--- src/rtl/connect4_pkg.sv ---
// Shared types and constants for the Connect-4 move sequencer and its win scanner.
package connect4_pkg;

    localparam int NUM_COLS  = 7;
    localparam int NUM_ROWS  = 6;
    localparam int MAX_MOVES = NUM_COLS * NUM_ROWS;

    // Cell encoding is identical to the coin encoding of the frame memory.
    typedef enum logic [1:0] {
        EMPTY = 2'd0,
        P1    = 2'd1,
        P2    = 2'd2
    } cell_t;

    typedef enum logic [1:0] {
        IDLE  = 2'd0,
        PLACE = 2'd1,
        SCAN  = 2'd2,
        OVER  = 2'd3
    } state_t;

    // Scan directions, probed in this order.
    typedef enum logic [1:0] {
        DIR_HORZ    = 2'd0,
        DIR_VERT    = 2'd1,
        DIR_DIAG_UP = 2'd2,
        DIR_DIAG_DN = 2'd3
    } dir_t;

    localparam logic signed [1:0] DELTA_POS  = 2'sb01;
    localparam logic signed [1:0] DELTA_ZERO = 2'sb00;
    localparam logic signed [1:0] DELTA_NEG  = 2'sb11;

    // Column step of a direction's positive ray.
    function automatic logic signed [1:0] dir_dc(input logic [1:0] dir);
        return (dir == DIR_VERT) ? DELTA_ZERO : DELTA_POS;
    endfunction

    // Row step of a direction's positive ray.
    function automatic logic signed [1:0] dir_dr(input logic [1:0] dir);
        logic signed [1:0] d;
        case (dir)
            DIR_HORZ:    d = DELTA_ZERO;
            DIR_VERT:    d = DELTA_POS;
            DIR_DIAG_UP: d = DELTA_POS;
            default:     d = DELTA_NEG;
        endcase
        return d;
    endfunction

    // Bottom line of a coin in the frame memory: row 0 sits at the bottom (31).
    function automatic logic [4:0] row_to_waddr(input logic [2:0] r);
        return 5'd31 - {r, 2'b00};
    endfunction

endpackage

--- src/rtl/drop_controller_if.sv ---
// Move handshake and paint-memory bus of the drop controller.
interface drop_controller_if;
    import connect4_pkg::*;

    logic       move_valid;
    logic [2:0] move_col;
    logic       move_ready;
    logic       reject;
    logic       wen;
    logic [4:0] waddr;
    logic [2:0] colval;
    logic       Player;
    logic       win1;
    logic       win2;
    logic       draw;
    logic       busy;

    modport slave (
        input  move_valid, move_col,
        output move_ready, reject, wen, waddr, colval, Player,
               win1, win2, draw, busy
    );

    modport master (
        output move_valid, move_col,
        input  move_ready, reject, wen, waddr, colval, Player,
               win1, win2, draw, busy
    );
endinterface

--- src/rtl/connect4_win_scanner.sv ---
// Walks the four line directions through the freshly landed coin, one probe per
// cycle, and reports whether any line reaches four of the same colour.
module connect4_win_scanner
    import connect4_pkg::*;
(
    input  logic       clk,
    input  logic       rst,
    input  logic       start,
    input  logic [2:0] origin_col,
    input  logic [2:0] origin_row,
    input  cell_t      colour,
    output logic [2:0] rd_col,
    output logic [2:0] rd_row,
    input  cell_t      rd_cell,
    output logic       done,
    output logic       win
);

    typedef enum logic {SC_IDLE, SC_PROBE} scan_state_t;

    localparam logic signed [4:0] MAX_COL = 5'(NUM_COLS - 1);
    localparam logic signed [4:0] MAX_ROW = 5'(NUM_ROWS - 1);

    scan_state_t state_reg, state_next;
    logic [1:0]  dir_reg, dir_next;
    logic        neg_reg, neg_next;
    logic [1:0]  step_reg, step_next;
    logic [1:0]  matches_reg, matches_next;
    logic [2:0]  col_reg, col_next;
    logic [2:0]  row_reg, row_next;
    cell_t       colour_reg, colour_next;
    logic        done_reg, done_next;
    logic        win_reg, win_next;

    logic signed [1:0] dc, dr;
    logic signed [4:0] dc_ext, dr_ext, step_ext;
    logic signed [4:0] off_c, off_r, probe_c, probe_r;
    logic              oob, hit, ray_end;

    // Probe address: origin plus step along the direction, mirrored on the negative ray
    always_comb begin
        dc       = dir_dc(dir_reg);
        dr       = dir_dr(dir_reg);
        dc_ext   = {{3{dc[1]}}, dc};
        dr_ext   = {{3{dr[1]}}, dr};
        step_ext = $signed({3'b000, step_reg});
        off_c    = dc_ext * step_ext;
        off_r    = dr_ext * step_ext;
        if (neg_reg) begin
            off_c = -off_c;
            off_r = -off_r;
        end
        probe_c = $signed({2'b00, col_reg}) + off_c;
        probe_r = $signed({2'b00, row_reg}) + off_r;
        oob     = (probe_c < 5'sd0) || (probe_c > MAX_COL) ||
                  (probe_r < 5'sd0) || (probe_r > MAX_ROW);
        hit     = !oob && (rd_cell == colour_reg);
    end

    assign rd_col = probe_c[2:0];
    assign rd_row = probe_r[2:0];
    assign done   = done_reg;
    assign win    = win_reg;

    // Ray/direction sequencing; matches counts both rays of the current direction
    always_comb begin
        state_next   = state_reg;
        dir_next     = dir_reg;
        neg_next     = neg_reg;
        step_next    = step_reg;
        matches_next = matches_reg;
        col_next     = col_reg;
        row_next     = row_reg;
        colour_next  = colour_reg;
        done_next    = 1'b0;
        win_next     = 1'b0;
        ray_end      = 1'b0;
        case (state_reg)
            SC_IDLE: begin
                if (start) begin
                    col_next     = origin_col;
                    row_next     = origin_row;
                    colour_next  = colour;
                    dir_next     = 2'd0;
                    neg_next     = 1'b0;
                    step_next    = 2'd1;
                    matches_next = 2'd0;
                    state_next   = SC_PROBE;
                end
            end
            SC_PROBE: begin
                if (hit && matches_reg == 2'd2) begin
                    // third neighbour found: run of four through the origin
                    done_next  = 1'b1;
                    win_next   = 1'b1;
                    state_next = SC_IDLE;
                end else if (hit && step_reg != 2'd3) begin
                    matches_next = matches_reg + 2'd1;
                    step_next    = step_reg + 2'd1;
                end else begin
                    ray_end = 1'b1;
                end
                if (ray_end) begin
                    step_next = 2'd1;
                    if (!neg_reg) begin
                        neg_next = 1'b1;
                    end else if (dir_reg == 2'd3) begin
                        done_next  = 1'b1;
                        state_next = SC_IDLE;
                    end else begin
                        dir_next     = dir_reg + 2'd1;
                        neg_next     = 1'b0;
                        matches_next = 2'd0;
                    end
                end
            end
        endcase
    end

    // Scanner state register
    always_ff @(posedge clk) begin
        if (rst) begin
            state_reg   <= SC_IDLE;
            dir_reg     <= 2'd0;
            neg_reg     <= 1'b0;
            step_reg    <= 2'd1;
            matches_reg <= 2'd0;
            col_reg     <= 3'd0;
            row_reg     <= 3'd0;
            colour_reg  <= EMPTY;
            done_reg    <= 1'b0;
            win_reg     <= 1'b0;
        end else begin
            state_reg   <= state_next;
            dir_reg     <= dir_next;
            neg_reg     <= neg_next;
            step_reg    <= step_next;
            matches_reg <= matches_next;
            col_reg     <= col_next;
            row_reg     <= row_next;
            colour_reg  <= colour_next;
            done_reg    <= done_next;
            win_reg     <= win_next;
        end
    end

endmodule

--- src/rtl/drop_controller.sv ---
// Connect-4 move sequencer: accepts column requests, owns heights and the
// occupancy model, strobes the paint memory and tracks win/draw/turn.
module drop_controller
    import connect4_pkg::*;
(
    input  logic               clk,
    input  logic               rst,
    input  logic               new_game,
    drop_controller_if.slave   bus
);

    logic clear;
    assign clear = rst | new_game;

    state_t     state_reg, state_next;
    logic [2:0] col_reg, col_next;
    logic [2:0] row_reg, row_next;
    logic       player_reg, player_next;
    logic       reject_reg, reject_next;
    logic       win1_reg, win1_next;
    logic       win2_reg, win2_next;
    logic       draw_reg, draw_next;
    logic [5:0] move_count_reg;

    logic [NUM_COLS-1:0][2:0]               height_all;
    logic [NUM_COLS-1:0][NUM_ROWS-1:0][1:0] board_all;

    cell_t      player_coin;
    logic [2:0] sel_height;
    logic [2:0] scan_rd_col, scan_rd_row;
    cell_t      scan_rd_cell;
    logic       scan_done, scan_win;

    assign player_coin = player_reg ? P1 : P2;

    // Per-column occupancy model; the board is small enough to live in flops so
    // the scanner can read any cell in the same cycle it asks for it.
    for (genvar gi = 0; gi < NUM_COLS; gi++) begin : g_col
        logic [2:0]               height_reg;
        logic [NUM_ROWS-1:0][1:0] cells_reg;
        logic                     place_here;

        assign place_here = (state_reg == PLACE) && (col_reg == 3'(gi));

        // Coins stack from row 0 upward; a clear empties the column
        always_ff @(posedge clk) begin
            if (clear) begin
                height_reg <= 3'd0;
                cells_reg  <= '0;
            end else if (place_here) begin
                cells_reg[row_reg] <= player_coin;
                height_reg         <= height_reg + 3'd1;
            end
        end

        assign height_all[gi] = height_reg;
        assign board_all[gi]  = cells_reg;
    end

    assign sel_height = (bus.move_col != 3'd7) ? height_all[bus.move_col] : 3'(NUM_ROWS);

    assign scan_rd_cell = (scan_rd_col < 3'(NUM_COLS) && scan_rd_row < 3'(NUM_ROWS))
                          ? cell_t'(board_all[scan_rd_col][scan_rd_row]) : EMPTY;

    connect4_win_scanner u_scanner (
        .clk        (clk),
        .rst        (clear),
        .start      (state_reg == PLACE),
        .origin_col (col_reg),
        .origin_row (row_reg),
        .colour     (player_coin),
        .rd_col     (scan_rd_col),
        .rd_row     (scan_rd_row),
        .rd_cell    (scan_rd_cell),
        .done       (scan_done),
        .win        (scan_win)
    );

    // Move handshake, turn order and game-over decisions
    always_comb begin
        state_next  = state_reg;
        col_next    = col_reg;
        row_next    = row_reg;
        player_next = player_reg;
        reject_next = 1'b0;
        win1_next   = win1_reg;
        win2_next   = win2_reg;
        draw_next   = draw_reg;
        case (state_reg)
            IDLE: begin
                if (bus.move_valid) begin
                    if (bus.move_col == 3'd7 || sel_height == 3'(NUM_ROWS)) begin
                        reject_next = 1'b1;
                    end else begin
                        col_next   = bus.move_col;
                        row_next   = sel_height;
                        state_next = PLACE;
                    end
                end
            end
            PLACE: state_next = SCAN;
            SCAN: begin
                if (scan_done) begin
                    if (scan_win) begin
                        win1_next  = player_reg;
                        win2_next  = ~player_reg;
                        state_next = OVER;
                    end else if (move_count_reg == 6'(MAX_MOVES)) begin
                        draw_next  = 1'b1;
                        state_next = OVER;
                    end else begin
                        player_next = ~player_reg;
                        state_next  = IDLE;
                    end
                end
            end
            default: state_next = OVER;
        endcase
    end

    // Controller state register; a restart has priority over every transition
    always_ff @(posedge clk) begin
        if (clear) begin
            state_reg  <= IDLE;
            col_reg    <= 3'd0;
            row_reg    <= 3'd0;
            player_reg <= 1'b1;
            reject_reg <= 1'b0;
            win1_reg   <= 1'b0;
            win2_reg   <= 1'b0;
            draw_reg   <= 1'b0;
        end else begin
            state_reg  <= state_next;
            col_reg    <= col_next;
            row_reg    <= row_next;
            player_reg <= player_next;
            reject_reg <= reject_next;
            win1_reg   <= win1_next;
            win2_reg   <= win2_next;
            draw_reg   <= draw_next;
        end
    end

    // Placement counter used for the full-board draw check
    always_ff @(posedge clk) begin
        if (clear) begin
            move_count_reg <= 6'd0;
        end else if (state_reg == PLACE) begin
            move_count_reg <= move_count_reg + 6'd1;
        end
    end

    assign bus.move_ready = (state_reg == IDLE);
    assign bus.busy       = (state_reg == PLACE) || (state_reg == SCAN);
    // A restart landing in PLACE also kills the strobe so no stray coin is painted.
    assign bus.wen        = (state_reg == PLACE) && !clear;
    assign bus.waddr      = row_to_waddr(row_reg);
    assign bus.colval     = col_reg;
    assign bus.Player     = player_reg;
    assign bus.reject     = reject_reg;
    assign bus.win1       = win1_reg;
    assign bus.win2       = win2_reg;
    assign bus.draw       = draw_reg;

endmodule
--- src/flat_wrapper.sv ---
// flat-port wrapper written by rule: the top's interface ports become plain ports
module drop_controller_flat import connect4_pkg::*;
  (clk, rst, new_game, bus_move_valid, bus_move_col, bus_move_ready, bus_reject, bus_wen, bus_waddr, bus_colval, bus_Player, bus_win1, bus_win2, bus_draw, bus_busy);
  drop_controller_if bus_i ();
  input  logic clk;
  input  logic rst;
  input  logic new_game;
  input wire logic [$bits(bus_i.move_valid)-1:0] bus_move_valid;
  input wire logic [$bits(bus_i.move_col)-1:0] bus_move_col;
  output wire logic [$bits(bus_i.move_ready)-1:0] bus_move_ready;
  output wire logic [$bits(bus_i.reject)-1:0] bus_reject;
  output wire logic [$bits(bus_i.wen)-1:0] bus_wen;
  output wire logic [$bits(bus_i.waddr)-1:0] bus_waddr;
  output wire logic [$bits(bus_i.colval)-1:0] bus_colval;
  output wire logic [$bits(bus_i.Player)-1:0] bus_Player;
  output wire logic [$bits(bus_i.win1)-1:0] bus_win1;
  output wire logic [$bits(bus_i.win2)-1:0] bus_win2;
  output wire logic [$bits(bus_i.draw)-1:0] bus_draw;
  output wire logic [$bits(bus_i.busy)-1:0] bus_busy;
  assign bus_i.move_valid = bus_move_valid;
  assign bus_i.move_col = bus_move_col;
  assign bus_move_ready = bus_i.move_ready;
  assign bus_reject = bus_i.reject;
  assign bus_wen = bus_i.wen;
  assign bus_waddr = bus_i.waddr;
  assign bus_colval = bus_i.colval;
  assign bus_Player = bus_i.Player;
  assign bus_win1 = bus_i.win1;
  assign bus_win2 = bus_i.win2;
  assign bus_draw = bus_i.draw;
  assign bus_busy = bus_i.busy;
  drop_controller u_core (.clk(clk), .rst(rst), .new_game(new_game), .bus(bus_i));
endmodule
--- config.mk ---
export PLATFORM = sky130hd
export DESIGN_NAME = drop_controller_flat
export DESIGN_NICKNAME = d
export VERILOG_FILES = /design/src/rtl/connect4_pkg.sv /design/src/rtl/drop_controller_if.sv /design/src/rtl/connect4_win_scanner.sv /design/src/rtl/drop_controller.sv /design/src/flat_wrapper.sv
export SDC_FILE = /design/constraint.sdc
export NUM_CORES = 1
export LEC_CHECK = 0
export ABC_AREA = 1
export CAP_MARGIN = 20
export CORE_AREA = 2 2 95 188
export CTS_CLUSTER_SIZE = 14
export DETAILED_ROUTE_END_ITERATION = 8
export DIE_AREA = 0 0 97 190
export GPL_ROUTABILITY_DRIVEN = 0
export PLACE_DENSITY = 0.69
export RECOVER_POWER = 50
export SLEW_MARGIN = 5
export SYNTH_ARGS = -nofsm -noshare
export SYNTH_HDL_FRONTEND = slang
export SYNTH_SLANG_ARGS = --single-unit
--- constraint.sdc ---
create_clock -name clk -period 5.3 [get_ports clk]
set_input_delay 1.325 -clock clk [delete_from_list [all_inputs] [get_ports clk]]
set_output_delay 1.325 -clock clk [all_outputs]
set_load 0.02 [all_outputs]
==> results of run 1 <==
[area by class of cell]
| class | instances | area, um2 |
|---|---|---|
| fill | 1694 | 8770 |
| multi-input combinational | 758 | 3725 |
| sequential | 142 | 2843 |
| inverter | 185 | 699.4 |
| clock buffer | 19 | 442.9 |
| tap | 210 | 262.8 |
| timing repair buffer | 25 | 230.2 |
| clock inverter | 13 | 128.9 |
[cells in the final DEF (no fill, tap or decap), types with 3 or more instances in the layout]
cell type | netlist | routed
clkinvlp_4 | 0 | 5
clkbuf_16 | 0 | 17
o21ai_0 | 75 | 75
nand4_1 | 5 | 5
a21oi_1 | 86 | 86
ha_1 | 30 | 30
nand2_1 | 197 | 197
o21a_1 | 5 | 5
clkdlybuf4s50_1 | 0 | 19
buf_4 | 6 | 3
nor3_1 | 19 | 19
nand3_1 | 112 | 112
clkbuf_1 | 21 | 3
nand3b_1 | 3 | 3
a211oi_1 | 18 | 18
clkinv_1 | 4 | 4
nand3_2 | 3 | 3
fa_1 | 3 | 3
nor2_1 | 180 | 179
inv_2 | 4 | 5
inv_1 | 175 | 174
dfxtp_1 | 142 | 142
inv_6 | 0 | 6
nand2_2 | 5 | 5
[per-stage QoR]
| step | std cells | hold slack, ns | power, mW |
|---|---|---|---|
| 3_3_place_gp | 1320 | 0.4468 | 1.337 |
| 6_report | 1352 | 0.4573 | 2.481 |
| 2_1_floorplan | 1130 | 0.4309 | 1.286 |
| 5_1_grt | 1352 | 0.4805 | 2.562 |
| 4_1_cts | 1352 | 0.4623 | 2.497 |
| 3_5_place_dp | 1320 | 0.4515 | 1.341 |
[where the power goes]
group          internal, mW  leakage [nW]  total [mW]  switching (mW)
logic                0.0696          1.77       0.236           0.166
registers              1.08          1.14        1.08         0.00891
clock network         0.667         0.264        1.16           0.494
[critical path: cells and delay by family]
kind	cells	cell delay, ns
AOI/OAI and AO/OA	1	0.09
buffers and inverters	4	3.20
and+or+nand+nor	2	0.28
[metal layers]
metal / wire (um) / vias up
li1: - / 3591
met1: 8077 / 3227
met2: 9217 / 171
met3: 814 / 61
met4: 679 / 0
met5: 0 / -
[final timing paths]
| kind | slack (ns) | start | endpoint | cells past startpoint |
|---|---|---|---|---|
| hold / removal | 0.46 | u_core.g_col[4].height_reg[2]$_SDFFE_PP0P_ | u_core.g_col[4].height_reg[2]$_SDFFE_PP0P_ | 2 |
| setup reg to reg | 1.11 | u_core.u_scanner.dir_reg[1]$_SDFFE_PP0P_ | u_core.u_scanner.dir_reg[1]$_SDFFE_PP0P_ | 23 |
| setup / recovery | 0.66 | new_game | u_core.u_scanner.col_reg[2]$_SDFFE_PP0P_ | 7 |
| hold reg to reg | 0.46 | u_core.g_col[4].height_reg[2]$_SDFFE_PP0P_ | u_core.g_col[4].height_reg[2]$_SDFFE_PP0P_ | 2 |
[cells by family after synthesis]
| family | after synthesis | share of synthesized area |
|---|---|---|
| and+or+nand+nor | 528 | 0.2952 |
| buffers and inverters | 230 | 0.1267 |
| AOI/OAI and AO/OA | 193 | 0.1387 |
| DFF | 142 | 0.3787 |
| adders and majority gates | 33 | 0.05800 |
| xor gates and xnor gates | 2 | 0.002334 |
| other | 1 | 0.0004995 |
==> results.sh, run 1 <==
export IMPL_min_period_ns=4.635
export IMPL_largest_reg_flops=84
export IMPL_clk_pin_slew_ns=0.07
export IMPL_place_area_mm2=0.007767
export IMPL_synthArstFlopShare=0
export IMPL_synth_main_ff_cell="dfxtp_1"
export IMPL_num_io_pins=23
export IMPL_p_per_area_mw_per_mm2=297.8
export IMPL_met2_usage=0.3678
export IMPL_insertion_delay_ns=0.43
export IMPL_dieArea_mm2=0.01843
export IMPL_maxSlewHeadroom=-1.249
export IMPL_critPathArrivalTime_ns=4.94
export IMPL_grt_ovfl_total=0
export IMPL_setup_violations=0
export IMPL_grt_pass1_vias=6865
export IMPL_grt_max_degree=76
export IMPL_drtAntennaViolNets=0
export IMPL_drive_gt1_frac=0.04641
export IMPL_netlist_top_cells_count="nand2_1, nor2_1, inv_1"
export IMPL_chipWidth_um=97
export IMPL_crit_fanout=67
export IMPL_report_final_slew_viol_count=144
export IMPL_diodes=0
export IMPL_syn_inst=1129
export IMPL_crit_required_ns=5.60
export IMPL_busiest_layer="met2"
export IMPL_cts_resized=0
export IMPL_synth_warnings=0
export IMPL_syn_area_mm2=0.007507
export IMPL_critPathKind="in -> reg"
export IMPL_cts_tree="built"
export IMPL_drt_first_pass_iters=5
export IMPL_vias=7050
export IMPL_skew_ns=0.009334
export IMPL_crit_path_end_kind="flop"
export IMPL_final_period_utilization=0.8746
export IMPL_tightest_slew_ns=3.373
export IMPL_core_area_mm2=0.01710
export IMPL_viasPerCell=5.214
export IMPL_hold_violations=0
export IMPL_post_dp_hpwl_um=12730
export IMPL_setup_slack_ns=0.6647
export IMPL_wl_per_cell_um=13.90
export IMPL_fp_dieH_um=190
export IMPL_areaGrowthSynthToFinish_pct=10.98
export IMPL_final_setup_tns_ns=0
export IMPL_drv_cap=2
export IMPL_hold_path_class="reg -> reg"
export IMPL_max_freq_mhz=215.7
export IMPL_antenna_found_initial=0
export IMPL_violations="capacitance limit, slew limit"
export IMPL_cts_hold_buf=0
export IMPL_cts_made_buffers=17
export IMPL_htreeDepth=4
export IMPL_portBuffers=20
export IMPL_avgSynthCellArea_um2=6.649
export IMPL_initial_core_util=0.4390
export IMPL_crit_chain="dlygate4sd3_1 > nor2_4 > inv_2 > clkbuf_1 > nor2_1 > inv_1 > o21ai_0"
export IMPL_synth_area_top_cells="dfxtp_1, nand2_1, nor2_1, inv_1, nand3_1"
export IMPL_remaining_drc_errors=0
export IMPL_critPathMaxStageDelay_ns=2.35
export IMPL_vdd_drop_max_mv=0.1761
export IMPL_design_area_mm2=0.008332
export IMPL_yosysTopAreaCell="dfxtp_1"
export IMPL_synth_most_common_cell="nand2_1"
export IMPL_grt_util_met3=0.03857
export IMPL_rsz0062_at_grt="no"
export IMPL_drt_iter0_drc=377
export IMPL_fin_util=0.4872
export IMPL_synth_top_area_share=0.3787
export IMPL_root_buffer="clkbuf_16"
export IMPL_status="finished with violations"
export IMPL_nets=1169
export IMPL_std_cell_rows=68
export IMPL_cp_slowest_cell="clkbuf_1"
export IMPL_ys_seq_elements=142
export IMPL_leakage_nw=3.174
export IMPL_synth_edf_count=0
export IMPL_pre_cts_ws_ns=1.218
export IMPL_yosys_cell_types_count=36
export IMPL_seq_area_frac_synth=0.3787
export IMPL_grt_usage=0.2067
export IMPL_critPathLaunchType="input port"
export IMPL_grt_pass1_wl_um=31390
export IMPL_clockBufferDepth=2
export IMPL_routed_wl_um=18790
export IMPL_clkSinkCount=142
export IMPL_grt_use_met1=0.2361
export IMPL_postCtsSetupBuffers=0
Power figures use the tool's default switching activity.
==> run 2: changes to the inputs <==
--- a/config.mk
+++ b/config.mk
@@ -5,16 +5,15 @@
 export SDC_FILE = /design/constraint.sdc
 export NUM_CORES = 1
 export LEC_CHECK = 0
-export ABC_AREA = 1
+export ABC_AREA = 0
 export CAP_MARGIN = 20
-export CORE_AREA = 2 2 95 188
+export CORE_AREA = 2 2 93 185
 export CTS_CLUSTER_SIZE = 14
 export DETAILED_ROUTE_END_ITERATION = 8
-export DIE_AREA = 0 0 97 190
+export DIE_AREA = 0 0 95 187
 export GPL_ROUTABILITY_DRIVEN = 0
-export PLACE_DENSITY = 0.69
+export PLACE_DENSITY = 0.7
 export RECOVER_POWER = 50
-export SLEW_MARGIN = 5
 export SYNTH_ARGS = -nofsm -noshare
 export SYNTH_HDL_FRONTEND = slang
 export SYNTH_SLANG_ARGS = --single-unit
==> run 2 against run 1 <==
The flow still finishes with violations (capacitance limit, slew limit). Clock power about the same. Sequential share of layout area increased by 0.42 points. Maximum frequency decreased by 2.6%. Wire length increased by 1.9%. Synthesized cell count decreased by 23%. Register-to-register slack got worse by 0.51 ns. Die area decreased by 3.6%. Clock skew decreased by 0.00088 ns. First-iteration DRC count increased by 52%. Sequential power about the same. Global-route usage increased by 1.7 points. Flip-flop and latch count unchanged. Critical path type unchanged. Largest power group unchanged. Highest routed layer unchanged.
==> results.sh, run 2 <==
export IMPL_status="finished with violations"
export IMPL_violations="capacitance limit, slew limit"
export IMPL_p_per_area_mw_per_mm2=290.8
export IMPL_min_from="u_core.u_scanner.matches_reg[0]$_SDFFE_PP0P_"
export IMPL_worstReg2RegStart="u_core.u_scanner.dir_reg[0]$_SDFFE_PP0P_"
export IMPL_grt_usage=0.2235
export IMPL_grt_ovfl_total=0
export IMPL_yosys_cell_types_count=76
export IMPL_grt_max_degree=76
export IMPL_ys_seq_elements=142
export IMPL_diodes=0
export IMPL_critPathBufInv=2
export IMPL_synthArstFlopShare=0
export IMPL_crit_required_ns=5.55
export IMPL_initial_core_util=0.4414
export IMPL_clk_pin_slew_ns=0.06
export IMPL_nets=906
export IMPL_portBuffers=20
export IMPL_cts_resized=0
export IMPL_drtAntennaViolNets=0
export IMPL_drv_cap=1
export IMPL_report_final_slew_viol_count=76
export IMPL_cts_made_buffers=17
export IMPL_netlist_top_cells_count="dfxtp_1, a21oi_1, nand2_1"
export IMPL_r2r_end="u_core.u_scanner.step_reg[0]$_SDFFE_PP1P_"
export IMPL_drive_gt1_frac=0.1013
export IMPL_core_area_mm2=0.01651
export IMPL_setup_violations=0
export IMPL_leakage_nw=2.907
export IMPL_synth_main_ff_cell="dfxtp_1"
export IMPL_crit_path_end_kind="flop"
export IMPL_synth_warnings=0
export IMPL_hold_path_end="u_core.u_scanner.matches_reg[0]$_SDFFE_PP0P_"
export IMPL_critPathMaxStageDelay_ns=1.85
export IMPL_hold_depth=1
export IMPL_synth_most_common_cell="dfxtp_1"
export IMPL_num_io_pins=23
export IMPL_tightest_slew_ns=2.567
export IMPL_crit_fanout=75
export IMPL_std_cell_rows=67
export IMPL_critPathKind="in -> reg"
export IMPL_crit_chain="dlygate4sd3_1 > or2_1 > clkbuf_2 > nor3b_1"
export IMPL_htreeDepth=4
export IMPL_avgSynthCellArea_um2=8.427
export IMPL_rsz0062_at_grt="no"
export IMPL_skew_ns=0.008454
export IMPL_largest_reg_flops=84
export IMPL_synth_edf_count=0
export IMPL_yosysTopAreaCell="dfxtp_1"
export IMPL_setup_slack_ns=0.5411
export IMPL_final_setup_tns_ns=0
export IMPL_clockBufferDepth=2
export IMPL_mostFrequentLayoutCell="dfxtp_1"
export IMPL_post_dp_hpwl_um=13050
export IMPL_place_area_mm2=0.007617
export IMPL_cts_tree="built"
export IMPL_maxSlewHeadroom=-0.7110
export IMPL_synth_top_area_share=0.3900
export IMPL_r2r_cells=17
export IMPL_final_period_utilization=0.8979
export IMPL_design_area_mm2=0.008234
export IMPL_viasPerCell=5.810
export IMPL_max_freq_mhz=210.1
export IMPL_fp_dieH_um=187
export IMPL_antenna_found_initial=0
export IMPL_vias=6310
export IMPL_critPathTopFamily="simple AND/OR/NAND/NOR gates"
export IMPL_syn_area_mm2=0.007289
export IMPL_grt_pass1_vias=6048
export IMPL_synth_area_top_cells="dfxtp_1, a21oi_1, ha_1, nand2_1, nand3_1"
export IMPL_chipWidth_um=95
export IMPL_insertion_delay_ns=0.43
export IMPL_critPathLaunchType="input port"
export IMPL_wl_per_cell_um=17.63
export IMPL_min_period_ns=4.759
export IMPL_postCtsSetupBuffers=0
export IMPL_cp_slowest_cell="or2_1"
export IMPL_cts_hold_buf=0
export IMPL_vdd_drop_max_mv=0.1976
export IMPL_layout_common_cells="dfxtp_1, a21oi_1, nand2_1"
export IMPL_grt_pass1_wl_um=31160
export IMPL_syn_inst=865
export IMPL_hold_violations=0
export IMPL_drt_iter0_drc=572
export IMPL_routed_wl_um=19140
export IMPL_r2r_setup_slack_ns=0.60
export IMPL_clkSinkCount=142
export IMPL_areaGrowthSynthToFinish_pct=12.96
export IMPL_fill_cells=1515
export IMPL_dieArea_mm2=0.01777
export IMPL_drt_first_pass_iters=5
export IMPL_seq_area_frac_synth=0.3900
export IMPL_remaining_drc_errors=0
export IMPL_hold_path_class="reg -> reg"
export IMPL_pre_cts_ws_ns=0.6758
export IMPL_critPathArrivalTime_ns=5.01
export IMPL_root_buffer="clkbuf_16"
-- run 2: cell count changes after synthesis, moves of 22 or more --
cell / before / now
nor2_1: 180 / 77
nor3b_1: 0 / 33
nand2_1: 197 / 91
a21oi_1: 86 / 113
mux2i_1: 0 / 22
inv_1: 175 / 25
o21ai_0: 75 / 47
nand3_1: 112 / 59
-- run 2: metrics by stage --
stage | util | cells | hold slack, ns | total power, mW
4_1_cts | 0.4970 | 1084 | 0.4581 | 2.399
6_report | 0.4986 | 1086 | 0.4560 | 2.395
5_1_grt | 0.4986 | 1086 | 0.4734 | 2.464
3_3_place_gp | 0.4612 | 1052 | 0.4349 | 1.226
3_5_place_dp | 0.4612 | 1052 | 0.4449 | 1.228
2_1_floorplan | - | 866 | 0.4241 | 1.190
-- run 2: cells by family after synthesis --
logic type               Yosys count  share of synthesized area
multiplexers                      40                    0.07037
adder cells (fa/ha/maj)           33                    0.05973
AND/OR/NAND/NOR                  321                     0.2163
buffers and inverters             86                    0.05338
other                              1                  0.0005144
flip-flops                       142                     0.3900
AO/OA/AOI/OAI                    217                     0.1787
XOR/XNOR                          25                    0.03107
-- run 2: worst max path at each step --
stage                                                  start  cells after the start                                         to  slack (ns)
floorplan           u_core.u_scanner.dir_reg[0]$_SDFFE_PP0P_                     16      u_core.u_scanner.state_reg$_SDFF_PP0_        1.26
global placement    u_core.u_scanner.dir_reg[0]$_SDFFE_PP0P_                     16      u_core.u_scanner.state_reg$_SDFF_PP0_        0.77
detailed placement  u_core.u_scanner.dir_reg[0]$_SDFFE_PP0P_                     17  u_core.u_scanner.step_reg[0]$_SDFFE_PP1P_        0.68
CTS                 u_core.u_scanner.dir_reg[0]$_SDFFE_PP0P_                     17  u_core.u_scanner.step_reg[0]$_SDFFE_PP1P_        0.67
global route                                        new_game                      4           u_core.board_all[7]$_SDFFE_PP0P_        0.21
finish                                              new_game                      4          u_core.board_all[75]$_SDFFE_PP0P_        0.54
-- run 2: cell type report --
cell class | instances | area [um2] | area share
Multi-Input combinational cell | 638 | 4079 | 0.4954
Sequential cell | 142 | 2844 | 0.3454
Clock buffer | 20 | 466.7 | 0.05668
Timing Repair Buffer | 39 | 356.6 | 0.04331
Tap cell | 207 | 259.0 | 0.03145
Clock inverter | 12 | 123.9 | 0.01504
Inverter | 28 | 105.1 | 0.01276
-- run 2: layer usage --
| layer | GRT usage | vias to the layer above | share of wire | routed length (um) |
|---|---|---|---|---|
| li1 | - | 3059 | - | - |
| met1 | 0.3006 | 2987 | 0.43 | 8293 |
| met2 | 0.3541 | 224 | 0.48 | 9272 |
| met3 | 0.04230 | 40 | 0.056 | 1081 |
| met4 | 0.08138 | 0 | 0.026 | 497 |
| met5 | 0 | - | 0 | 0 |
-- run 2: power breakdown --
part	internal, mW	switching, mW
combinational	0.0404	0.0840
clock	0.694	0.495
sequential	1.07	0.00916
==> run 3: changes to the inputs <==
--- a/config.mk
+++ b/config.mk
@@ -8,12 +8,11 @@
 export ABC_AREA = 0
 export CAP_MARGIN = 20
 export CORE_AREA = 2 2 93 185
-export CTS_CLUSTER_SIZE = 14
 export DETAILED_ROUTE_END_ITERATION = 8
 export DIE_AREA = 0 0 95 187
 export GPL_ROUTABILITY_DRIVEN = 0
 export PLACE_DENSITY = 0.7
-export RECOVER_POWER = 50
+export RECOVER_POWER = 25
 export SYNTH_ARGS = -nofsm -noshare
 export SYNTH_HDL_FRONTEND = slang
 export SYNTH_SLANG_ARGS = --single-unit
==> constraint.sdc (replaced) <==
create_clock -name clk -period 4.4 [get_ports clk]
set_input_delay 1.1 -clock clk [delete_from_list [all_inputs] [get_ports clk]]
set_output_delay 1.1 -clock clk [all_outputs]
set_load 0.02 [all_outputs]
==> run 3 against run 2 <==
The flow still finishes with violations (capacitance limit, slew limit). Design area up 1.6%. Core utilization up 0.78 points. Die area unchanged. Register-to-register slack worse by 0.41 ns. Critical path depth up 12. Non-clock buffer count up 7. Clock skew up 0.0020 ns. Critical path type is now reg -> reg. Largest power group unchanged. Highest routed layer unchanged.
==> results.sh, run 3 (synthesis gave the netlist of run 2 again) <==
export IMPL_final_setup_tns_ns=0
export IMPL_largest_reg_flops=84
export IMPL_skew_ns=0.01047
export IMPL_grt_max_degree=59
export IMPL_mostFrequentLayoutCell="dfxtp_1"
export IMPL_critPathLaunchType="flop"
export IMPL_status="finished with violations"
export IMPL_r2r_setup_slack_ns=0.19
export IMPL_diodes=0
export IMPL_core_area_mm2=0.01651
export IMPL_clkSinkCount=142
export IMPL_hold_path_class="reg -> reg"
export IMPL_viasPerCell=5.935
export IMPL_dieArea_mm2=0.01777
export IMPL_clk_pin_slew_ns=0.06
export IMPL_maxSlewHeadroom=-0.1546
export IMPL_drive_gt1_frac=0.1129
export IMPL_multi_input_area_mm2=0.004133
export IMPL_clockBufferDepth=2
export IMPL_report_final_slew_viol_count=48
export IMPL_initial_core_util=0.4414
export IMPL_drt_iter0_drc=550
export IMPL_min_period_ns=4.206
export IMPL_final_period_utilization=0.9558
export IMPL_drtAntennaViolNets=0
export IMPL_cts_tree="built"
export IMPL_root_buffer="clkbuf_16"
export IMPL_crit_fanout=8
export IMPL_leakage_nw=2.948
export IMPL_vias=6487
export IMPL_cts_made_buffers=17
export IMPL_routed_wl_um=20030
export IMPL_crit_path_end_kind="flop"
export IMPL_placed_cells=1057
export IMPL_htreeDepth=4
export IMPL_insertion_delay_ns=0.42
export IMPL_hold_violations=0
export IMPL_grt_pass1_wl_um=31310
export IMPL_fp_dieH_um=187
export IMPL_setup_violations=0
export IMPL_chipWidth_um=95
export IMPL_remaining_drc_errors=0
export IMPL_vdd_drop_max_mv=0.2888
export IMPL_p_per_area_mw_per_mm2=347.1
export IMPL_violations="capacitance limit, slew limit"
export IMPL_whs_ns=0.4522
export IMPL_areaGrowthSynthToFinish_pct=14.73
export IMPL_crit_required_ns=4.74
export IMPL_std_cell_rows=67
export IMPL_tightest_slew_ns=1.732
export IMPL_critPathArrivalTime_ns=4.54
export IMPL_cts_hold_buf=0
export IMPL_final_seq_area_mm2=0.002845
export IMPL_drt_first_pass_iters=6
export IMPL_post_dp_hpwl_um=13660
export IMPL_layout_common_cells="dfxtp_1, a21oi_1, nand2_1"
export IMPL_num_io_pins=23
export IMPL_nets=913
export IMPL_antenna_found_initial=0
export IMPL_grt_ovfl_total=0
export IMPL_grt_pass1_vias=6122
export IMPL_grt_usage=0.2285
export IMPL_critPathKind="reg -> reg"
export IMPL_wl_per_cell_um=18.33
export IMPL_fill_cells=1538
export IMPL_drv_cap=1
export IMPL_max_freq_mhz=237.8
export IMPL_final_cells=1093
export IMPL_portBuffers=20
-- run 3: power breakdown --
group	switching [mW]	total [mW]	internal, mW
clock network	0.571	1.44	0.872
registers	0.0114	1.30	1.29
logic	0.103	0.156	0.0524
total	0.686	2.90	2.22
-- run 3: cell type report --
type / count / share of cell area
clock inverters: 11 / 0.01556
clock buffers: 21 / 0.05506
flip-flops and latches: 142 / 0.3402
multi-input cells: 638 / 0.4942
inverters: 28 / 0.01257
well taps: 207 / 0.03097
repair buffers: 46 / 0.05147
-- run 3: final timing paths --
path / startpoint / depth (start not counted) / to
worst max-delay path: u_core.u_scanner.dir_reg[0]$_SDFFE_PP0P_ / 16 / u_core.u_scanner.dir_reg[1]$_SDFFE_PP0P_
worst min-delay path: u_core.u_scanner.matches_reg[0]$_SDFFE_PP0P_ / 1 / u_core.u_scanner.matches_reg[0]$_SDFFE_PP0P_
worst max register to register: u_core.u_scanner.dir_reg[0]$_SDFFE_PP0P_ / 16 / u_core.u_scanner.dir_reg[1]$_SDFFE_PP0P_
worst min register to register: u_core.u_scanner.matches_reg[0]$_SDFFE_PP0P_ / 1 / u_core.u_scanner.matches_reg[0]$_SDFFE_PP0P_
-- run 3: per-stage QoR --
step                setup WS (ns)  instance area [um2]  total power, mW  utilization
detailed placement        0.07189                 7692            1.482       0.4658
global placement           0.2258                 7692            1.479       0.4658
CTS                       0.02189                 8283            2.913       0.5016
global route             -0.02554                 8363            2.980       0.5064
floorplan                  0.3552                 7293            1.433            -
finish                     0.1945                 8363            2.903       0.5064
-- run 3: repair_timing --
item,4_1_cts,5_1_grt
buffers inserted,0,2
endpoints found under the setup margin,0,10
resized for setup,0,9
-- run 3: worst max-delay path, cell delays in order, from the launching register on --
cell,delay (ns)
dfxtp_1,0.41
inv_1,0.09
ha_1,0.20
nand2b_1,0.16
fa_1,0.51
ha_1,0.30
mux2_2,0.15
inv_1,0.05
fa_2,0.62
nand2_1,0.12
nor3_1,0.26
a211o_1,0.16
a41oi_2,0.21
nor3_1,0.24
nand3_1,0.17
o2111ai_2,0.25
mux2i_1,0.22
-- run 3: per-layer routing --
metal	track usage	share of wire	vias up
met5	0	0	-
met4	0.1104	0.045	0
met3	0.05359	0.072	61
met2	0.3751	0.50	243
met1	0.2761	0.39	3101
li1	-	-	3082
